**config.mk**
```make
export PLATFORM = sky130hd
export DESIGN_NAME = clk_freq_meter
export DESIGN_NICKNAME = d
export VERILOG_FILES = /design/src/rtl/clk_freq_meter.sv
export SDC_FILE = /design/constraint.sdc
export NUM_CORES = 1
export LEC_CHECK = 0
export ABC_AREA = 1
export CAP_MARGIN = 25
export CORE_MARGIN = 4
export CORE_UTILIZATION = 58
export DETAILED_ROUTE_END_ITERATION = 8
export GPL_TIMING_DRIVEN = 0
export PLACE_DENSITY = 0.91
export SYNTH_ARGS = -nofsm -noshare
export SYNTH_HDL_FRONTEND = slang
export SYNTH_SLANG_ARGS = --single-unit
```
**constraint.sdc**
```tcl
create_clock -name clk_in -period 3 [get_ports clk_in]
set_clock_uncertainty 0.1 [all_clocks]
set_input_delay 0.3 -clock clk_in [delete_from_list [all_inputs] [get_ports clk_in]]
set_output_delay 0.3 -clock clk_in [all_outputs]
set_load 0.01 [all_outputs]
```
**src/rtl/clk_freq_meter.sv**
```systemverilog
// clk_freq_meter: measures the frequency and period of an asynchronous signal
// using the system clock.
//
// sig_in is synchronised, and its rising edges are counted over a window of
// GATE_CYCLES clk_in cycles. The window starts on an edge. The interval between
// the last two edges in the window is also reported.
//
// Optional feature: define FREQ_METER_DUTY_EN to build the high-time counter.
// Without it, high_cycles is tied to 0.
//
// Ports:
//   clk_in        system clock
//   reset_n       asynchronous active-low reset
//   sig_in        asynchronous signal under measurement
//   start         single-shot request, only honoured in IDLE
//   continuous    level; repeat measurements back-to-back while high
//   freq_count    rising edges counted in the last gate window
//   period_cycles clk_in cycles between the last two rising edges, 0 if unknown
//   high_cycles   gate cycles with synchronised sig_in high (duty feature)
//   valid         one-cycle pulse when results update
//   busy          high in every state except IDLE
//   no_signal     last measurement timed out waiting for the first edge
//   overflow      last measurement saturated a counter
module clk_freq_meter #(
  parameter int unsigned GATE_CYCLES = 50000000,
  parameter int unsigned CNT_W       = 32,
  parameter int unsigned SYNC_STAGES = 2
) (
  input  logic             clk_in,
  input  logic             reset_n,
  input  logic             sig_in,
  input  logic             start,
  input  logic             continuous,
  output logic [CNT_W-1:0] freq_count,
  output logic [CNT_W-1:0] period_cycles,
  output logic [CNT_W-1:0] high_cycles,
  output logic             valid,
  output logic             busy,
  output logic             no_signal,
  output logic             overflow
);

  localparam int unsigned     TmrW    = $clog2(GATE_CYCLES + 1);
  localparam logic [TmrW-1:0] TmrLast = TmrW'(GATE_CYCLES - 1);
  localparam logic [CNT_W-1:0] CntMax = '1;

  typedef enum logic [1:0] {StIdle, StArm, StGate, StDone} state_e;

  state_e                 state_q, state_d;
  logic [SYNC_STAGES-1:0] sync_q;
  logic                   prev_q;
  logic                   synced, rise;

  // Shared timer: ARM timeout, then gate cycle index (0-based).
  logic [TmrW-1:0]  tmr_q, tmr_d;
  logic [CNT_W-1:0] edge_q, edge_d;
  logic             edge_sat_q, edge_sat_d;
  logic [CNT_W-1:0] per_q, per_d;
  logic             per_sat_q, per_sat_d;
  logic [CNT_W-1:0] shadow_q, shadow_d;
  logic             shadow_sat_q, shadow_sat_d;
  logic             per_valid_q, per_valid_d;

  logic [CNT_W-1:0] freq_q, freq_d;
  logic [CNT_W-1:0] period_q, period_d;
  logic             nosig_q, nosig_d;
  logic             ovf_q, ovf_d;

  logic load_res, load_ns;
  logic gate_clr, in_gate;
  logic high_ovf;

  assign synced   = sync_q[SYNC_STAGES-1];
  assign rise     = synced & ~prev_q;
  assign gate_clr = (state_q == StArm) & rise;
  assign in_gate  = (state_q == StGate);

  always_comb begin
    state_d      = state_q;
    tmr_d        = tmr_q;
    edge_d       = edge_q;
    edge_sat_d   = edge_sat_q;
    per_d        = per_q;
    per_sat_d    = per_sat_q;
    shadow_d     = shadow_q;
    shadow_sat_d = shadow_sat_q;
    per_valid_d  = per_valid_q;
    load_res     = 1'b0;
    load_ns      = 1'b0;

    unique case (state_q)
      StIdle: begin
        if (start || continuous) begin
          state_d = StArm;
          tmr_d   = '0;
        end
      end
      StArm: begin
        if (rise) begin
          state_d      = StGate;
          tmr_d        = '0;
          edge_d       = '0;
          edge_sat_d   = 1'b0;
          // The arming edge is the period reference; gate cycle 1 is one cycle after it.
          per_d        = CNT_W'(1);
          per_sat_d    = 1'b0;
          shadow_d     = '0;
          shadow_sat_d = 1'b0;
          per_valid_d  = 1'b0;
        end else if (tmr_q == TmrLast) begin
          state_d = StDone;
          load_ns = 1'b1;
        end else begin
          tmr_d = tmr_q + TmrW'(1);
        end
      end
      StGate: begin
        if (rise) begin
          if (edge_q == CntMax) edge_sat_d = 1'b1;
          else                  edge_d     = edge_q + CNT_W'(1);
          shadow_d     = per_q;
          shadow_sat_d = per_sat_q;
          per_valid_d  = 1'b1;
          per_d        = CNT_W'(1);
          per_sat_d    = 1'b0;
        end else if (per_q == CntMax) begin
          per_sat_d = 1'b1;
        end else begin
          per_d = per_q + CNT_W'(1);
        end
        if (tmr_q == TmrLast) begin
          state_d  = StDone;
          load_res = 1'b1;
        end else begin
          tmr_d = tmr_q + TmrW'(1);
        end
      end
      StDone: begin
        state_d = continuous ? StArm : StIdle;
        tmr_d   = '0;
      end
      default: state_d = StIdle;
    endcase
  end

  // Results load on entry to DONE, so they are visible alongside valid.
  always_comb begin
    freq_d   = freq_q;
    period_d = period_q;
    nosig_d  = nosig_q;
    ovf_d    = ovf_q;
    if (load_ns) begin
      freq_d   = '0;
      period_d = '0;
      nosig_d  = 1'b1;
      ovf_d    = 1'b0;
    end else if (load_res) begin
      freq_d   = edge_d;
      period_d = per_valid_d ? shadow_d : '0;
      nosig_d  = 1'b0;
      ovf_d    = edge_sat_d | (per_valid_d & shadow_sat_d) | high_ovf;
    end
  end

  always_ff @(posedge clk_in or negedge reset_n) begin
    if (!reset_n) begin
      state_q      <= StIdle;
      sync_q       <= '0;
      prev_q       <= 1'b0;
      tmr_q        <= '0;
      edge_q       <= '0;
      edge_sat_q   <= 1'b0;
      per_q        <= '0;
      per_sat_q    <= 1'b0;
      shadow_q     <= '0;
      shadow_sat_q <= 1'b0;
      per_valid_q  <= 1'b0;
      freq_q       <= '0;
      period_q     <= '0;
      nosig_q      <= 1'b0;
      ovf_q        <= 1'b0;
    end else begin
      state_q      <= state_d;
      sync_q       <= {sync_q[SYNC_STAGES-2:0], sig_in};
      prev_q       <= synced;
      tmr_q        <= tmr_d;
      edge_q       <= edge_d;
      edge_sat_q   <= edge_sat_d;
      per_q        <= per_d;
      per_sat_q    <= per_sat_d;
      shadow_q     <= shadow_d;
      shadow_sat_q <= shadow_sat_d;
      per_valid_q  <= per_valid_d;
      freq_q       <= freq_d;
      period_q     <= period_d;
      nosig_q      <= nosig_d;
      ovf_q        <= ovf_d;
    end
  end

`ifdef FREQ_METER_DUTY_EN
  logic [CNT_W-1:0] high_q, high_d;
  logic             high_sat_q, high_sat_d;
  logic [CNT_W-1:0] high_out_q, high_out_d;

  always_comb begin
    high_d     = high_q;
    high_sat_d = high_sat_q;
    high_out_d = high_out_q;
    if (gate_clr) begin
      high_d     = '0;
      high_sat_d = 1'b0;
    end else if (in_gate && synced) begin
      if (high_q == CntMax) high_sat_d = 1'b1;
      else                  high_d     = high_q + CNT_W'(1);
    end
    if (load_ns)       high_out_d = '0;
    else if (load_res) high_out_d = high_d;
  end

  always_ff @(posedge clk_in or negedge reset_n) begin
    if (!reset_n) begin
      high_q     <= '0;
      high_sat_q <= 1'b0;
      high_out_q <= '0;
    end else begin
      high_q     <= high_d;
      high_sat_q <= high_sat_d;
      high_out_q <= high_out_d;
    end
  end

  assign high_cycles = high_out_q;
  assign high_ovf    = high_sat_d;
`else
  assign high_cycles = '0;
  assign high_ovf    = 1'b0;
`endif

  assign freq_count    = freq_q;
  assign period_cycles = period_q;
  assign no_signal     = nosig_q;
  assign overflow      = ovf_q;
  assign valid         = (state_q == StDone);
  assign busy          = (state_q != StIdle);

endmodule

```
==> results.txt <==
* Internal reg-to-reg setup slack: 0.1 ns
* Count of distinct cell types in the synthesized netlist: 43
- Traced cell by cell, the critical path runs through inv_1, ha_1, inv_1, nor2_4, inv_2, nand2_2, inv_4, nand2_2, nand2_1, buf_4, inv_2, a21oi_1, o21ai_1.
- The synthesized-area fraction occupied by ao, oa, aoi and oai cells came to 0.0794.
- Cell leakage power: 0.00626 uW
* Fmax: 0.344 GHz
- Insertion delay to the later sink of the worst-skew pair: between 0.4 and 0.5 ns
- Filler cell count in the final layout: 1526
- Mean cell area of the mapped netlist: 7.19 um2
- Total CTS buffers: 17
- For this run, the leading register cell type out of synthesis is sky130_fd_sc_hd__dfrtp_1.
- Fin util: 0.696
- Along the worst path, the maximum fanout reaches 10.
- Type of the most critical hold path: input port to flop
* Wire length of the first global-routing pass: 52.7 mm
* Maximum buffer depth of the clock tree: 2
- Count of vias placed by the detailed router: 10845
- Number of detailed-route iterations in the first pass: 5
- The floorplan step set the die width to between 100 and 150 um.
* Longest individual stage delay on the worst path: 0.45 ns
- For this configuration, the core starts out at a cell density of 0.596.
* Full die area: 21700 um2
- Via count of the first global-routing pass: 10309
- For the pin with the worst max-slew slack, the measured transition is 0.777 ns.
- The final layout contains routed wiring with a total length of 32.7 mm.
- Multiplexer area fraction after synthesis: 0
- At the end of the flow, the number of nets in the layout was 1707.
- Most instantiated library cell after synthesis: sky130_fd_sc_hd__nand2_1
* Final worst hold slack: 0.187 ns
- Clock-pin slew on the worst setup and hold paths: 0.09 ns
* ANT nets after route: 0
* Sequential fraction of the synthesis area: 0.438
* Share of post-route cells with drive strength above 1: 0.0750
- I/O pin total: 105
* Clock root buffer: sky130_fd_sc_hd__clkbuf_16
- Sorting the synthesized cells by how often they occur yields 457 x sky130_fd_sc_hd__nand2_1, 210 x sky130_fd_sc_hd__inv_1, 197 x sky130_fd_sc_hd__dfrtp_1.
- 0 antenna diodes ended up in the layout.
- Cell area after synthesis: 11300 um2
* Async SR Flop Fraction: 1.00
- P&R area growth vs syn: 16.8%
- Total of flip-flops plus latches after synthesis: 197
- Dividing the detail-routed wire length by the instance count gives 16.6 um.
- In this run the number of H-tree levels came out at 4.
- Grt total ovfl: 0
- Hpwl dp: 24.0 mm
* Aggregate global-route resource usage: 0.302
- The hold violation count in the final report is 0.
- Power Dens Cells: 560 nW/um2
- The number of antenna violations at the first check in global routing was 0.
* Max-cap viol count: 0
* Detailed router's first-iteration violation count: 1054
* Critical path data arrival time: 3.13 ns
* Vias per Instance: approximately 5.5
* Largest family of logic cells by synthesized area: simple AND/OR/NAND/NOR gates
* Number of sinks handled by clock tree synthesis: 197
- Post-Synth Simple-Gate Area: 0.342
* Post-Synth Adder-Cell Area: 0.0100
- Final number of setup-violating endpoints: 0
* Sort of element at the start of the critical path: flop
* Shortest period the worst path allows: 2.90 ns
* Cell count after synthesis: ~1600
- Site row count: 50
* Crit end category: flop
- The synthesized design contains 0 enable-type register cells.
* Data required time at the worst endpoint: 3.23 ns
- Largest net degree at the start of global routing: between 100 and 150
- The core region is 18900 um2.
- IR analysis of the VDD net gives a maximum drop of approximately 0.46 mV.
- By area the synthesized netlist is led by sky130_fd_sc_hd__dfrtp_1 44%, sky130_fd_sc_hd__nand2_1 15%, sky130_fd_sc_hd__inv_1 7.0%.
- During synthesis, Yosys emitted a total of 0 warnings.
- The critical path is of the flop to flop type.
- Slew margin rel.: 0.478
- Summed over all instances, the cell type with the most area after synthesis is sky130_fd_sc_hd__dfrtp_1.
- PortBufs: 72
* Outcome: completed
* Final critical-path share of the clock period: 0.968
- The congestion estimate from routability-driven global placement came to 0.991.
* Total DRC errors in the routed layout: 0
- Final Slew Violations: 0
- Xor-xnor portion of the synthesized cell area: 0.0117
- Vertical die dimension: 147 um
- Top-area cell type share of the netlist area: 0.438
* Worst-path cell with the longest stage delay: sky130_fd_sc_hd__dfrtp_1
- CTS tree: done
[flip-flops by register name, summed over array words and instances, names as in the netlist, 2 cells and up]
register and cells:
freq_count 32, period_cycles 32, tmr_q 26, edge_q 32, state_q 2, per_q 32, shadow_q 32, sync_q 2
[placed cells by master, fill, tap and decap left out, types with 18 or more instances in the layout]
cell,count
sky130_fd_sc_hd__nand2_1,457
sky130_fd_sc_hd__inv_1,210
sky130_fd_sc_hd__dfrtp_1,197
sky130_fd_sc_hd__nor2_1,162
sky130_fd_sc_hd__nand3_1,155
sky130_fd_sc_hd__o21ai_0,78
sky130_fd_sc_hd__clkdlybuf4s50_1,71
sky130_fd_sc_hd__nand4_1,43
sky130_fd_sc_hd__buf_4,41
sky130_fd_sc_hd__nor3_1,41
sky130_fd_sc_hd__conb_1,32
sky130_fd_sc_hd__clkbuf_1,22
sky130_fd_sc_hd__a21oi_1,18
[cells by family after synthesis]
family | after synthesis
fa+ha+maj | 9
buf+inv | 302
compound gates | 149
flops | 197
simple gates | 894
xor+xnor | 15
other cells | 1
[routing by layer]
metal	routed length, um	up-vias	global-route usage
met2	15500	525	0.487
li1	-	5210	-
met5	0	-	0
met4	620	0	0.0867
met3	2630	66	0.0642
met1	14000	5044	0.416
[what timing repair did]
item	in CTS	in global routing
hold endpoints to repair	96	0
hold buffers	1	0
buffers inserted	0	2
gates resized for setup	0	0
endpoints found under the setup margin	0	10
[final timing paths]
kind | startpoint | end | depth (start not counted)
worst max-delay path | state_q[1] | overflow | 13
min in group asynchronous | reset_n | per_q[26] | 2
max in group asynchronous | reset_n | period_cycles[16] | 3
worst min-delay path | sig_in | sync_q[0] | 1
worst min register to register | sync_q[0] | sync_q[1] | 0
worst max register to register | state_q[1] | overflow | 13
[through the flow]
stage / setup WS [ns] / cell area (um2) / total power, uW / setup TNS, ns / std cells
final: 0.0959 / 13200 / 7360 / 0 / 1966
after floorplan: 0.914 / 11400 / 4130 / 0 / 1598
after CTS: 0.103 / 13100 / 7310 / 0 / 1964
after global placement: -6.58 / 12400 / 4710 / -1294.45 / 1930
after detailed placement: 0.145 / 12500 / 4780 / 0 / 1931
after global routing: -0.00360 / 13200 / 7680 / -0.00360 / 1966
[critical path, delay by kind of cell (launching register included)]
family / cells / cell delay [ns]
DFF: 1 / 0.45
adders and majority gates: 1 / 0.24
AOI/OAI and AO/OA: 2 / 0.39
and+or+nand+nor: 4 / 0.66
buffers and inverters: 6 / 0.93
[report_power, final]
group | switching [uW] | total, uW | internal [uW]
Clock | 1350 | 2550 | 1200
Combinational | 1530 | 2050 | 525
Sequential | 50.8 | 2760 | 2700
[layout make-up]
cell class	count	area (um2)	share of cell area
plain buffers	84	515	0.0392
clock buffers	17	425	0.0324
clock inverters	15	241	0.0184
inverters	218	821	0.0624
multi-input cells	1099	5110	0.389
flip-flops and latches	197	4930	0.375
well taps	260	325	0.0247
repair buffers	76	778	0.0592
No activity file was read; power rests on OpenSTA's default activity.
